**config.mk**
```make
export PLATFORM = sky130hd
export DESIGN_NAME = coin_pulse_conditioner_flat
export DESIGN_NICKNAME = d
export VERILOG_FILES = /design/src/rtl/coin_pulse_conditioner_if.sv /design/src/rtl/coin_pulse_conditioner.sv /design/src/flat_wrapper.sv
export SDC_FILE = /design/constraint.sdc
export NUM_CORES = 1
export LEC_CHECK = 0
export BUFFER_PORTS_ARGS = -buffer_cell sky130_fd_sc_hd__buf_4
export CAP_MARGIN = 10
export CORE_MARGIN = 3
export CORE_UTILIZATION = 60
export DETAILED_ROUTE_END_ITERATION = 10
export MAX_ROUTING_LAYER = met4
export PLACE_DENSITY = 0.8
export SYNTH_ARGS = -nofsm -noshare
export SYNTH_HDL_FRONTEND = slang
export SYNTH_SLANG_ARGS = --single-unit
```
**constraint.sdc**
```tcl
create_clock -name clk -period 3.95 [get_ports clk]
set_input_delay 0.395 -clock clk [delete_from_list [all_inputs] [get_ports clk]]
set_output_delay 0.395 -clock clk [all_outputs]
set_load 0.005 [all_outputs]
```
**src/rtl/coin_pulse_conditioner_if.sv**
```systemverilog
// rtl/coin_pulse_conditioner_if.sv - coin sensor inputs and clean coin pulse outputs
interface coin_pulse_conditioner_if;
  logic raw_n;
  logic raw_d;
  logic raw_q;
  logic accept_en;
  logic clear_err;
  logic n_pulse;
  logic d_pulse;
  logic q_pulse;
  logic rejected;
  logic overflow;

  // Sensor side / stimulus: drives raw levels and control, observes pulses
  modport master (
    output raw_n, raw_d, raw_q, accept_en, clear_err,
    input  n_pulse, d_pulse, q_pulse, rejected, overflow
  );

  // Conditioner side
  modport slave (
    input  raw_n, raw_d, raw_q, accept_en, clear_err,
    output n_pulse, d_pulse, q_pulse, rejected, overflow
  );
endinterface

```
**src/rtl/coin_pulse_conditioner.sv**
```systemverilog
// rtl/coin_pulse_conditioner.sv - sync, debounce, queue and serialise coin sensor pulses
module coin_pulse_conditioner #(
  parameter int SYNC_STAGES     = 2,
  parameter int DEBOUNCE_CYCLES = 4,
  parameter int GAP_CYCLES      = 1,
  parameter int PEND_W          = 2
) (
  input  logic                     clk,
  input  logic                     reset,
  coin_pulse_conditioner_if.slave  bus
);
  // Coin index: 0 = nickel, 1 = dime, 2 = quarter (higher index wins)
  localparam int CNT_W = (DEBOUNCE_CYCLES > 1) ? $clog2(DEBOUNCE_CYCLES) : 1;
  localparam int GAP_W = (GAP_CYCLES > 0) ? $clog2(GAP_CYCLES + 1) : 1;
  localparam logic [CNT_W-1:0]  DEB_LAST = CNT_W'(DEBOUNCE_CYCLES - 1);
  localparam logic [GAP_W-1:0]  GAP_LOAD = GAP_W'(GAP_CYCLES);
  localparam logic [PEND_W-1:0] PEND_MAX = {PEND_W{1'b1}};

  typedef enum logic [1:0] {IDLE, PULSE, GAP} state_t;

  logic [2:0] raw;
  assign raw = {bus.raw_q, bus.raw_d, bus.raw_n};

  logic [SYNC_STAGES-1:0] sync_q [3];
  logic [SYNC_STAGES-1:0] sync_d [3];
  logic [CNT_W-1:0]       cnt_q  [3];
  logic [CNT_W-1:0]       cnt_d  [3];
  logic [PEND_W-1:0]      pend_q [3];
  logic [PEND_W-1:0]      pend_d [3];
  logic [2:0]             deb_q, deb_d, deb_prev_q;
  logic [2:0]             pulse_q, pulse_d;
  logic                   rejected_q, rejected_d;
  logic                   overflow_q, overflow_d;
  state_t                 state_q, state_d;
  logic [GAP_W-1:0]       gap_cnt_q, gap_cnt_d;

  logic       any_pend, can_launch, launch;
  logic [2:0] dec;

  // Launch arbitration and serialising FSM: Q > D > N, fixed gap between pulses
  always_comb begin
    state_d   = state_q;
    gap_cnt_d = gap_cnt_q;
    dec       = 3'b000;
    any_pend  = (pend_q[0] != '0) | (pend_q[1] != '0) | (pend_q[2] != '0);
    can_launch = (state_q == IDLE) ||
                 (state_q == GAP && gap_cnt_q == GAP_W'(1)) ||
                 (state_q == PULSE && GAP_CYCLES == 0);
    launch = can_launch & any_pend;
    if (launch) begin
      if (pend_q[2] != '0)      dec = 3'b100;
      else if (pend_q[1] != '0) dec = 3'b010;
      else                      dec = 3'b001;
    end
    unique case (state_q)
      IDLE: begin
        if (launch) state_d = PULSE;
      end
      PULSE: begin
        if (GAP_CYCLES > 0) begin
          state_d   = GAP;
          gap_cnt_d = GAP_LOAD;
        end else if (launch) begin
          state_d = PULSE;
        end else begin
          state_d = IDLE;
        end
      end
      GAP: begin
        gap_cnt_d = gap_cnt_q - GAP_W'(1);
        if (gap_cnt_q == GAP_W'(1)) state_d = launch ? PULSE : IDLE;
      end
      default: state_d = IDLE;
    endcase
  end

  // Per-coin synchroniser, debounce, edge detect and pending-queue bookkeeping
  always_comb begin
    logic sync_out, rise, full, inc;
    rejected_d = 1'b0;
    overflow_d = overflow_q & ~bus.clear_err;
    deb_d      = deb_q;
    pulse_d    = dec;
    for (int i = 0; i < 3; i++) begin
      sync_d[i] = {sync_q[i][SYNC_STAGES-2:0], raw[i]};
      sync_out  = sync_q[i][SYNC_STAGES-1];
      cnt_d[i]  = '0;
      if (sync_out != deb_q[i]) begin
        if (cnt_q[i] == DEB_LAST) deb_d[i] = sync_out;
        else                      cnt_d[i] = cnt_q[i] + CNT_W'(1);
      end
      rise = deb_q[i] & ~deb_prev_q[i];
      // A counter being drained this cycle has room for the new coin
      full = (pend_q[i] == PEND_MAX) & ~dec[i];
      inc  = rise & bus.accept_en & ~full;
      if (rise & (~bus.accept_en | full)) rejected_d = 1'b1;
      if (rise & bus.accept_en & full)    overflow_d = 1'b1;
      pend_d[i] = pend_q[i];
      if (inc & ~dec[i])      pend_d[i] = pend_q[i] + PEND_W'(1);
      else if (~inc & dec[i]) pend_d[i] = pend_q[i] - PEND_W'(1);
    end
  end

  // State registers; asynchronous reset discards all queued coins
  always_ff @(posedge clk or posedge reset) begin
    if (reset) begin
      for (int i = 0; i < 3; i++) begin
        sync_q[i] <= '0;
        cnt_q[i]  <= '0;
        pend_q[i] <= '0;
      end
      deb_q      <= '0;
      deb_prev_q <= '0;
      pulse_q    <= '0;
      rejected_q <= 1'b0;
      overflow_q <= 1'b0;
      state_q    <= IDLE;
      gap_cnt_q  <= '0;
    end else begin
      for (int i = 0; i < 3; i++) begin
        sync_q[i] <= sync_d[i];
        cnt_q[i]  <= cnt_d[i];
        pend_q[i] <= pend_d[i];
      end
      deb_q      <= deb_d;
      deb_prev_q <= deb_q;
      pulse_q    <= pulse_d;
      rejected_q <= rejected_d;
      overflow_q <= overflow_d;
      state_q    <= state_d;
      gap_cnt_q  <= gap_cnt_d;
    end
  end

  assign bus.n_pulse  = pulse_q[0];
  assign bus.d_pulse  = pulse_q[1];
  assign bus.q_pulse  = pulse_q[2];
  assign bus.rejected = rejected_q;
  assign bus.overflow = overflow_q;
endmodule
```
**src/flat_wrapper.sv**
```systemverilog
// flat-port wrapper written by rule: the top's interface ports become plain ports
module coin_pulse_conditioner_flat 
#(
  parameter int SYNC_STAGES     = 2,
  parameter int DEBOUNCE_CYCLES = 4,
  parameter int GAP_CYCLES      = 1,
  parameter int PEND_W          = 2
)
  (clk, reset, bus_raw_n, bus_raw_d, bus_raw_q, bus_accept_en, bus_clear_err, bus_n_pulse, bus_d_pulse, bus_q_pulse, bus_rejected, bus_overflow);
  coin_pulse_conditioner_if bus_i ();
  input  logic clk;
  input  logic reset;
  input wire logic [$bits(bus_i.raw_n)-1:0] bus_raw_n;
  input wire logic [$bits(bus_i.raw_d)-1:0] bus_raw_d;
  input wire logic [$bits(bus_i.raw_q)-1:0] bus_raw_q;
  input wire logic [$bits(bus_i.accept_en)-1:0] bus_accept_en;
  input wire logic [$bits(bus_i.clear_err)-1:0] bus_clear_err;
  output wire logic [$bits(bus_i.n_pulse)-1:0] bus_n_pulse;
  output wire logic [$bits(bus_i.d_pulse)-1:0] bus_d_pulse;
  output wire logic [$bits(bus_i.q_pulse)-1:0] bus_q_pulse;
  output wire logic [$bits(bus_i.rejected)-1:0] bus_rejected;
  output wire logic [$bits(bus_i.overflow)-1:0] bus_overflow;
  assign bus_i.raw_n = bus_raw_n;
  assign bus_i.raw_d = bus_raw_d;
  assign bus_i.raw_q = bus_raw_q;
  assign bus_i.accept_en = bus_accept_en;
  assign bus_i.clear_err = bus_clear_err;
  assign bus_n_pulse = bus_i.n_pulse;
  assign bus_d_pulse = bus_i.d_pulse;
  assign bus_q_pulse = bus_i.q_pulse;
  assign bus_rejected = bus_i.rejected;
  assign bus_overflow = bus_i.overflow;
  coin_pulse_conditioner #(.SYNC_STAGES(SYNC_STAGES), .DEBOUNCE_CYCLES(DEBOUNCE_CYCLES), .GAP_CYCLES(GAP_CYCLES), .PEND_W(PEND_W)) u_core (.clk(clk), .reset(reset), .bus(bus_i));
endmodule
```
* Word-level counts from Yosys, hierarchy flattened
Index checks and enable logic that the tools add are counted.
** Word-level totals
- Logic and storage cells :: 126
- Output and inout bits :: 5
- Input bits :: 7
- Flip-flop bits (word level) :: 32
** Cells by class
- Add/sub/neg operators :: 10
- Muxes and demuxes :: 26
- Eq/ne operators :: 13
- Reductions and logical operators :: 14
- Bitwise operators :: 45
** Operator list (number)
- $mux 2 :: 15
- $and 1x1->1 :: 26
- $eq 2x2->1 const B :: 7
- $not 1->1 :: 14
- $reduce_bool 2->1 :: 7
- $add 2x1->2 const B :: 6
- $reduce_and 2->1 :: 4
- $mux 1 :: 7
- $mux 3 :: 2
- $pmux 2 s3 :: 1
- $sub 2x1->2 const B :: 3
- $or 1x1->1 :: 5
- $ne 2x1->1 const B :: 2
- $ne 1x1->1 :: 3
- $eq 2x1->1 const B :: 1
- $logic_not 2->1 :: 1
- $pmux 1 s2 :: 1
- $logic_and 1x1->1 :: 1
- $logic_or 1x1->1 :: 1
- $sub 1x1->1 const B :: 1

* Longest topological paths before layout
Gate-level depths: netlist (run 1).
- Depth in word-level cells :: 13
- Depth in mapped cells :: 9
- Gate-level depth less buffers :: 9

* Least setup slack after synthesis (run 1)
Ideal clock, no wire load.
- Kind :: reg-to-reg
- Start point :: register u_core.pend_q[2] in the netlist's numbering
- End point :: register u_core.pend_q[5] in the netlist's numbering
- Required time :: 3.871 ns
- Stages on the path, launching flop included :: 7
- Library setup time :: 0.079 ns
- Data arrival time :: 1.993 ns
- Slack :: 1.878 ns
- Path through :: dfrtp_1 or4_4 or3_2 ha_1 xor2_1 nor2_1 xor2_1
** Between the ends
- Cells in the longest elaborated chain, start to end :: 12
- Elaborated cells between the ends (all ways) :: 16
- Those cells by class :: mux (4); bitwise (10); reduce/logical (2)
** Ends and longest elaborated chain
- start: declaration :: RTL line coin_pulse_conditioner.sv:28 : logic [PEND_W-1:0] pend_q [3];
- start signal: indexed assignment :: RTL line coin_pulse_conditioner.sv:123 : pend_q[i] <= pend_d[i];
- $reduce_bool 2->1 * :: RTL line coin_pulse_conditioner.sv:45, coin_pulse_conditioner.sv:52
- $or 1x1->1 (2 in a row) :: RTL line coin_pulse_conditioner.sv:45 : any_pend = (pend_q[0] != '0) | (pend_q[1] != '0) | (pend_q[2] != '0);
- $and 1x1->1 :: RTL line coin_pulse_conditioner.sv:49 : launch = can_launch & any_pend;
- $mux 3 * :: RTL line coin_pulse_conditioner.sv:50 : if (launch) begin
- $not 1->1 :: RTL line coin_pulse_conditioner.sv:94, coin_pulse_conditioner.sv:99
- $and 1x1->1 :: RTL line coin_pulse_conditioner.sv:94 : full = (pend_q[i] == PEND_MAX) & ~dec[i];
- $not 1->1 :: RTL line coin_pulse_conditioner.sv:95 : inc = rise & bus.accept_en & ~full;
- $and 1x1->1 :: RTL line coin_pulse_conditioner.sv:95
- $not 1->1 :: RTL line coin_pulse_conditioner.sv:100 : else if (~inc & dec[i]) pend_d[i] = pend_q[i] - PEND_W'(1);
- $and 1x1->1 :: RTL line coin_pulse_conditioner.sv:100
- $reduce_bool 2->1 (no source line)
Mark *: on every way between the ends. The rest lies on a longest branch, timed or not.
A chain may end at the register's enable or synchronous reset.

* Worst setup path in the final report (run 1)
Ends and elaborated chain as after synthesis.

==> results.cfg, run 1 <==
[outcome]
outcome = completed

[logic_synthesis]
ys_seq_area_share_pct = 57.8
synth_cell_types = 30
syn_area_per_cell_um2 = 12.4
yosysWarnings = 0
synthArstFlopShare_pct = 100
ys_ff_latch = 32
synth_area_mm2 = 0.00139
synth-edff-count = 0
synthFlopType = dfrtp_1
netlist_instances = 112
syn_nets = 129

[critical_path]
crit_type = flop to flop
crit_path_start_kind = flop
crit_fanout = 6
worstSetupEndpointType = flop
cp.arrival_ns = 2.47
crit_required_ns = 4.20
worstRegToRegCells = 6

[final_layout]
final_cell_mix = dfrtp_1 (32), buf_4 (12), ha_1 (10)
stdcell_area_mm2 = 0.00155
final_common_cell = dfrtp_1
multi_input_area_um2 = 552
ff_latch_area_um2 = 801
drive_gt1_share_pct = 21.5
fin_nets = 147
syn2layout_area_growth_pct = 11.7
diodes = 0
fillCellCount = 151

[grt]
overflow = 0
grt_usage_pct = 20.7
grt_pass1_wl_mm = 3.91
grt_max_degree = 33
antenna_found_initial = 0
first_global_vias = 917

[power]
power.density_mw_per_mm2 = 749
p_leak_nw = 0.756
ir_drop_mv = 0.473

[sta]
slew_viol_final = 0
period_share_pct = 56.3
rsz0062_at_grt = no
maxSlewHeadroom_pct = 72.3
finalSetupViolCount = 0
fin_setup_tns_ns = 0
max_freq_mhz = 449
worst_slew_pin_slew_ns = 0.415
skew_ns = 0.0120
period_minus_slack_ns = 2.23
hold_viol_final = 0

[placement]
numPortBuffers = 11
place_area_mm2 = 0.00150
hpwlAfterDp_mm = 1.71
gp_congestion = 0.798

[routing]
postRouteAntennaNets = 0
drt_first_pass_iters = 4
routedWlPerCell_um = 14.1
drtIter0Drc = 10
vias = 866
routed_wl_mm = 2.22
drt-vias-per-instance = 5.52
post-route-drc-count = 0

[die]
io_pins = 12
row_count = 16
fp.dieH_um = 54.1
coreArea_mm2 = 0.00208
dieArea_mm2 = 0.00292
start_util_pct = 66.6
die_width_um = 54.1

[cts]
cts_max_level = 2
numClockSinks = 32
post_cts_buffers = 0
cts_buffer_depth = 2
cts_tree = done
clock_latency_ns = 0.32
cts_made_buffers = 5
clock-root-buffer = clkbuf_4
clk_pin_slew_ns = 0.10
cts_resized = 0
hold_buffers = 0

[flow_run]
drv_cap = 0

[worst_hold_path]
hold_class = input port to async pin
==> registers in the layout, summed over array words and instances (netlist names) <==
register,count
u_core.sync_q,3
u_core.bus.overflow,1
u_core.gap_cnt_q,1
u_core.pend_q,6
u_core.sync_d,3
u_core.state_q,2
u_core.deb_q,3
u_core.cnt_q,6
u_core.deb_prev_q,3
u_core.pulse_q,3
u_core.bus.rejected,1
==> power by group <==
part	switching [W]	internal [W]	total [W]
sequential	0.000112	0.000456	0.000567
combinational	0.000201	0.000228	0.000428
clock	0.0000987	0.0000655	0.000164
==> kinds of logic after synthesis <==
| kind of cell | share of synthesized area (%) |
|---|---|
| flops | 57.8 |
| buf+inv | 2.44 |
| xor+xnor | 7.58 |
| compound gates | 5.42 |
| fa+ha+maj | 9.03 |
| simple gates | 13.8 |
| mux | 3.97 |
==> path summary, 6_finish.rpt <==
kind	slack, ns	startpoint	end
setup reg to reg	1.72	u_core.pend_q[2]$_DFFE_PP0P_	u_core.pend_q[5]$_DFFE_PP0P_
hold / removal	0.14	reset	u_core.cnt_q[1]$_DFF_PP0_
setup / recovery	1.72	u_core.pend_q[2]$_DFFE_PP0P_	u_core.pend_q[5]$_DFFE_PP0P_
max in group asynchronous	3.52	reset	u_core.pend_q[0]$_DFFE_PP0P_
min in group clk	0.19	bus_raw_n	u_core.sync_d[5]$_DFF_PP0_
hold reg to reg	0.36	u_core.sync_d[3]$_DFF_PP0_	u_core.sync_q[3]$_DFF_PP0_
==> worst max-delay path, stage by stage (launching register included) <==
cell,delay (ns)
dfrtp_1,0.46
or4_4,0.55
or3_2,0.48
ha_1,0.23
xor2_1,0.15
nor2_1,0.12
xor2_1,0.16
==> cell usage after synthesis (all sizes together) (2+ instances only) <==
cell   instances  area (µm²)
nor2b          7        43.8
or2            3        18.8
nand2          4        15.0
dfrtp         32         801
xor2           6        52.6
nor2           6        22.5
xnor2          6        52.6
nor3           5        25.0
a31oi          3        18.8
mux2           4        45.0
and3           2        13.8
inv            7        26.3
ha            10         125
a21oi          2        10.0
nand3          2        10.0
==> routing by layer <==
metal,wire length [µm],global-route usage (%),part of all wire [%],up-vias
met5,0,-,0,-
met4,70,12.4,3.2,0
met3,91,5.82,4.1,9
met2,1200,36.1,54,21
met1,854,20.1,39,420
li1,-,-,-,416
==> final cells by class <==
type	count	share of cell area, %
clock inverters	1	0.323
repair buffers	12	5.82
clock buffers	6	2.67
flip-flops and latches	32	51.7
inverters	7	1.70
multi-input cells	72	35.6
well taps	27	2.18
==> stage by stage <==
step / hold WS, ns / utilization, % / setup WS (ns) / cells / total power (W)
after global placement: 0.333 / 72.2 / 1.85 / 150 / 0.000958
after floorplan: 0.331 / - / 1.88 / 112 / 0.000875
final: 0.144 / 74.4 / 1.72 / 157 / 0.00116
after CTS: 0.151 / 74.4 / 1.73 / 157 / 0.00117
after global routing: 0.150 / 74.4 / 1.60 / 157 / 0.00127
after detailed placement: 0.340 / 72.2 / 1.75 / 150 / 0.00101
No activity file was read; power rests on OpenSTA's default activity.
==> inputs of run 2 (changes only) <==
Settings changed: CORE_UTILIZATION 60 to 57, PLACE_DENSITY 0.8 to 0.77.
Clock period 3.95 ns to 2.1 ns, I/O delays scaled along.
==> run 2 against run 1 <==
Compared with the run above:
- critical path depth increased by 1
- utilization is 0.41 points higher
- final cell count is 8.9% higher
- design area is 8.9% higher
==> results.cfg, run 2 (synthesis results as in run 1) <==
[critical_path]
path_cells = or4_4 -> or2_4 -> a31oi_2 -> ha_2 -> xor2_1 -> nor2_2 -> xor2_1
cp.arrival_ns = 2.30
r2r_start = u_core.pend_q[3]$_DFFE_PP0P_
worstRegToRegCells = 7
r2r_end = u_core.pend_q[5]$_DFFE_PP0P_
worstSetupEndpointType = flop
cp_num_buf_inv = 0
crit_required_ns = 2.31
r2r_setup_slack_ns = 0.02
crit_path_start_kind = flop
crit_type = flop to flop
slowest_delay_ns = 0.55
crit_fanout = 3
critPathSlowestCell = or4_4
crit_path_frequent_cell = xor2_1
cp.depth = 7
critPathTopFamily = simple AND/OR/NAND/NOR gates

[grt]
first_global_vias = 894
antenna_found_initial = 0
grt_usage_pct = 16.8
overflow = 0
grt_pass1_wl_mm = 3.69
grt_max_degree = 33

[sta]
period_share_pct = 99.2
skew_ns = 0.00656
worst_slew_pin_slew_ns = 0.388
max_freq_mhz = 480
whs_ns = 0.159
finalSetupViolCount = 0
maxSlewHeadroom_pct = 74.1
period_minus_slack_ns = 2.08
hold_viol_final = 0
timing.final.ws_setup_ns = 0.0176
slew_viol_final = 0

[worst_hold_path]
hold_start = bus_accept_en
min_delay_path_depth = 2
hold_class = input port to flop
holdPathEnd = u_core.bus.overflow$_DFF_PP0_

[routing]
vias = 877
routed_wl_mm = 2.16
post-route-drc-count = 0
routedWlPerCell_um = 12.6
drtIter0Drc = 7
drt-vias-per-instance = 5.13
postRouteAntennaNets = 0
drt_first_pass_iters = 4

[placement]
dp.cells = 157
gp_congestion = 0.797
numPortBuffers = 11
hpwlAfterDp_mm = 1.52
post-place-ws_ns = -0.00361

[flow_run]
drv_cap = 0

[die]
die_width_um = 55.3
coreArea_mm2 = 0.00225
fp.dieH_um = 55.3
io_pins = 12
start_util_pct = 61.5
row_count = 17
dieArea_mm2 = 0.00306

[final_layout]
drive_gt1_share_pct = 30.1
layout.cells.non_filler = 171
fin_nets = 159
final_cell_mix = dfrtp_1 (32), buf_4 (20), ha_1 (9)
utilization_pct = 74.8
diodes = 0
top_regs = u_core.cnt_q x6, u_core.pend_q x6
final_common_cell = dfrtp_1
syn2layout_area_growth_pct = 21.7

[cts]
cts_tree = done
clk_pin_slew_ns = 0.10
cts_made_buffers = 5
cts_max_level = 2
numClockSinks = 32
clock_latency_ns = 0.33
cts_buffer_depth = 2
clock-root-buffer = clkbuf_4

[power]
power.density_mw_per_mm2 = 1400
p_leak_nw = 0.825
ir_drop_mv = 0.983

[outcome]
outcome = completed
## run 2: cell count changes in the layout (fill, tap and decap cells not counted), sizes merged
cell | before | now
buf | 12 | 20
dlygate4sd3 | 0 | 4
clkinv | 1 | 2
## run 2: worst reg2reg max path, stage by stage, from the launching register on
cell     delay (ns)
dfrtp_1        0.38
or4_4          0.55
or2_4          0.28
a31oi_2        0.17
ha_2           0.20
xor2_1         0.18
nor2_2         0.07
xor2_1         0.14
## run 2: layout make-up
type                    instances  area [µm²]
clock buffers                   6        51.3
repair buffers                 24         190
flip-flops and latches         32         801
well taps                      28        35.0
clock inverters                 2        10.0
multi-input cells              72         573
fillers                       161         568
inverters                       7        26.3
## run 2: what timing repair did
| action | 4_1_cts | 5_1_grt |
|---|---|---|
| buffers inserted | 0 | 2 |
| pin swaps | 1 | 1 |
| resized for setup | 1 | 5 |
| hold endpoints to repair | 35 | 0 |
| hold buffers | 4 | 0 |
| setup endpoints to repair | 1 | 3 |
## run 2: report_power, final
part / switching, W / leakage [nW] / total (W) / internal (W)
clock network: 0.000201 / 0.0380 / 0.000360 / 0.000159
logic: 0.000449 / 0.398 / 0.000988 / 0.000539
registers: 0.000158 / 0.388 / 0.00101 / 0.000857
## run 2: worst max path at each step
stage                                       startpoint  slack (ns)                      endpoint
after CTS                 u_core.pend_q[3]$_DFFE_PP0P_        0.07  u_core.pend_q[5]$_DFFE_PP0P_
after global routing      u_core.pend_q[2]$_DFFE_PP0P_       -0.04  u_core.pend_q[5]$_DFFE_PP0P_
final                     u_core.pend_q[3]$_DFFE_PP0P_        0.02  u_core.pend_q[5]$_DFFE_PP0P_
after floorplan           u_core.pend_q[2]$_DFFE_PP0P_        0.03  u_core.pend_q[5]$_DFFE_PP0P_
after detailed placement  u_core.pend_q[3]$_DFFE_PP0P_      -0.004  u_core.pend_q[5]$_DFFE_PP0P_
after global placement    u_core.pend_q[3]$_DFFE_PP0P_        0.06  u_core.pend_q[5]$_DFFE_PP0P_
## run 2: through the flow
step | cell area (µm²) | setup TNS, ns | total power (W)
after global placement | 1550 | 0 | 0.00190
after floorplan | 1390 | 0 | 0.00165
final | 1690 | 0 | 0.00236
after detailed placement | 1550 | -0.00361 | 0.00195
after CTS | 1650 | 0 | 0.00233
after global routing | 1690 | -0.0384 | 0.00257
## run 2: metal layers
layer	track usage [%]	routed length (µm)
met3	7.94	90
met5	-	0
met1	17.8	960
met2	26.2	1050
met4	8.33	57
==> inputs of run 3 (changes only) <==
Settings changed: CORE_UTILIZATION 57 to 45, PLACE_DENSITY 0.77 to default, SETUP_SLACK_MARGIN from default to 0.5.
==> run 3 against run 2 <==
Compared with the run above:
- non-clock buffer count grew 11
- total power grew 20%
- combinational power is 45% higher
- via count up 8.0%
- clock power increased by 4%
- register-to-register slack gained 0.09 ns
- worst setup slack improved by 0.085 ns
- design area is 16% higher
- die area is 24% higher
- critical path type unchanged
- largest power group is now combinational logic
- highest routed layer unchanged
==> results.cfg, run 3 (synthesis results as in run 1) <==
[placement]
post-place-ws_ns = 0.0604
numPortBuffers = 11
hpwlAfterDp_mm = 1.63
gp_congestion = 0.779

[critical_path]
critPathSlowestCell = or4_4
crit_path_frequent_cell = xor2_1
crit_end = u_core.pend_q[5]$_DFFE_PP0P_
crit_path_start_kind = flop
r2r_start = u_core.pend_q[0]$_DFFE_PP0P_
worstSetupEndpointType = flop
crit_required_ns = 2.32
crit_fanout = 3
worstRegToRegCells = 7
r2r_end = u_core.pend_q[5]$_DFFE_PP0P_
crit_type = flop to flop
r2r_setup_slack_ns = 0.10
critPathTopFamily = simple AND/OR/NAND/NOR gates
crit_start = u_core.pend_q[0]$_DFFE_PP0P_
path_cells = or4_4 -> or2_4 -> a31oi_4 -> ha_4 -> xor2_1 -> nor2_1 -> xor2_1
slowest_delay_ns = 0.56
cp_num_buf_inv = 0
cp.arrival_ns = 2.22
cp.depth = 7

[grt]
grt_max_degree = 33
overflow = 0
grt_usage_pct = 16.9
grt_pass1_wl_mm = 4.21
antenna_found_initial = 0
first_global_vias = 1015

[die]
start_util_pct = 48.6
fp.dieH_um = 61.5
io_pins = 12
dieArea_mm2 = 0.00378
die_width_um = 61.5
coreArea_mm2 = 0.00285
row_count = 19

[cts]
clk_pin_slew_ns = 0.10
numClockSinks = 32
clock-root-buffer = clkbuf_4
clock_latency_ns = 0.34
cts_tree = done
cts_max_level = 2
cts_buffer_depth = 2
cts_made_buffers = 5

[sta]
timing.final.ws_setup_ns = 0.103
hold_viol_final = 0
whs_ns = 0.146
finalSetupViolCount = 0
worst_slew_pin_slew_ns = 0.389
rsz0062_at_grt = yes
max_freq_mhz = 501
period_share_pct = 95.1
fin_setup_tns_ns = 0
slew_viol_final = 0
skew_ns = 0.0111
period_minus_slack_ns = 2.00
maxSlewHeadroom_pct = 74.1

[worst_hold_path]
hold_start = bus_accept_en
hold_class = input port to flop

[power]
ir_drop_mv = 0.592
power.density_mw_per_mm2 = 1450
p_leak_nw = 0.905

[final_layout]
final_cell_mix = dfrtp_1 (32), buf_4 (26), nor2b_1 (7)
drive_gt1_share_pct = 43.5
multi_input_area_um2 = 739
syn2layout_area_growth_pct = 41.3
diodes = 0
final_common_cell = dfrtp_1
fin_nets = 170
top_regs = u_core.cnt_q x6, u_core.pend_q x6
ff_latch_area_um2 = 801
fillCellCount = 214

[routing]
routedWlPerCell_um = 14.5
drt_first_pass_iters = 2
routed_wl_mm = 2.68
post-route-drc-count = 0
vias = 947
drtIter0Drc = 22
postRouteAntennaNets = 0
drt-vias-per-instance = 5.12

[flow_run]
drv_cap = 0

[outcome]
outcome = completed
==> run 3: changes by cell type in the layout (fill, tap and decap cells not counted), sizes merged <==
cell | before | now
clkinv | 2 | 0
clkbuf | 6 | 7
clkinvlp | 0 | 1
buf | 20 | 31
==> run 3: layout make-up <==
type,count,area share [%]
Sequential cell,32,40.9
Clock inverter,1,0.383
Tap cell,31,1.98
Multi-Input combinational cell,72,37.7
Inverter,7,1.34
Clock buffer,7,2.81
Timing Repair Buffer,35,14.9
==> run 3: worst min path at each step <==
stage,end,slack (ns),cells past startpoint
after global placement,u_core.sync_d[1]$_DFF_PP0_,0.32,3
final,u_core.bus.overflow$_DFF_PP0_,0.15,2
after detailed placement,u_core.sync_d[3]$_DFF_PP0_,0.32,1
after CTS,u_core.bus.overflow$_DFF_PP0_,0.13,2
after global routing,u_core.bus.overflow$_DFF_PP0_,0.14,2
after floorplan,u_core.sync_d[1]$_DFF_PP0_,0.24,0
==> run 3: layer usage <==
layer	wire length, µm	share of wire [%]	global-route usage, %	up-vias
li1	-	-	-	463
met4	89	3.3	10.3	0
met5	0	0	-	-
met1	1050	39	16.0	457
met3	124	4.6	5.87	7
met2	1410	53	29.0	20
==> run 3: worst reg2reg max path, delay by kind of cell, from the launching register on <==
kind                       cells  cell delay (ns)
xor gates and xnor gates       2             0.26
AOI/OAI and AO/OA              1             0.19
and+or+nand+nor                3             0.89
DFF                            1             0.39
adders and majority gates      1             0.15
==> run 3: where the power goes <==
part	leakage (nW)	total (W)	internal, W	switching (W)
combinational	0.485	0.00143	0.000802	0.000628
sequential	0.388	0.00104	0.000856	0.000184
clock	0.0315	0.000374	0.000164	0.000210
total	0.905	0.00284	0.00182	0.00102
==> run 3: per-stage QoR <==
step | total power [W] | std cells | area, µm² | util (%)
floorplan | 0.00165 | 112 | 1400 | -
global placement | 0.00191 | 159 | 1550 | 54.5
detailed placement | 0.00196 | 159 | 1550 | 54.5
CTS | 0.00270 | 182 | 1870 | 65.4
finish | 0.00284 | 185 | 1960 | 68.7
global route | 0.00306 | 185 | 1960 | 68.7
==> run 3: what timing repair did <==
item | 4_1_cts | 5_1_grt
hold buffers | 4 | 0
setup buffers | 11 | 3
endpoints found under the hold margin | 35 | 0
pin swaps | 15 | 10
setup endpoints to repair | 9 | 10
gates cloned | 0 | 0
gates resized for setup | 23 | 12
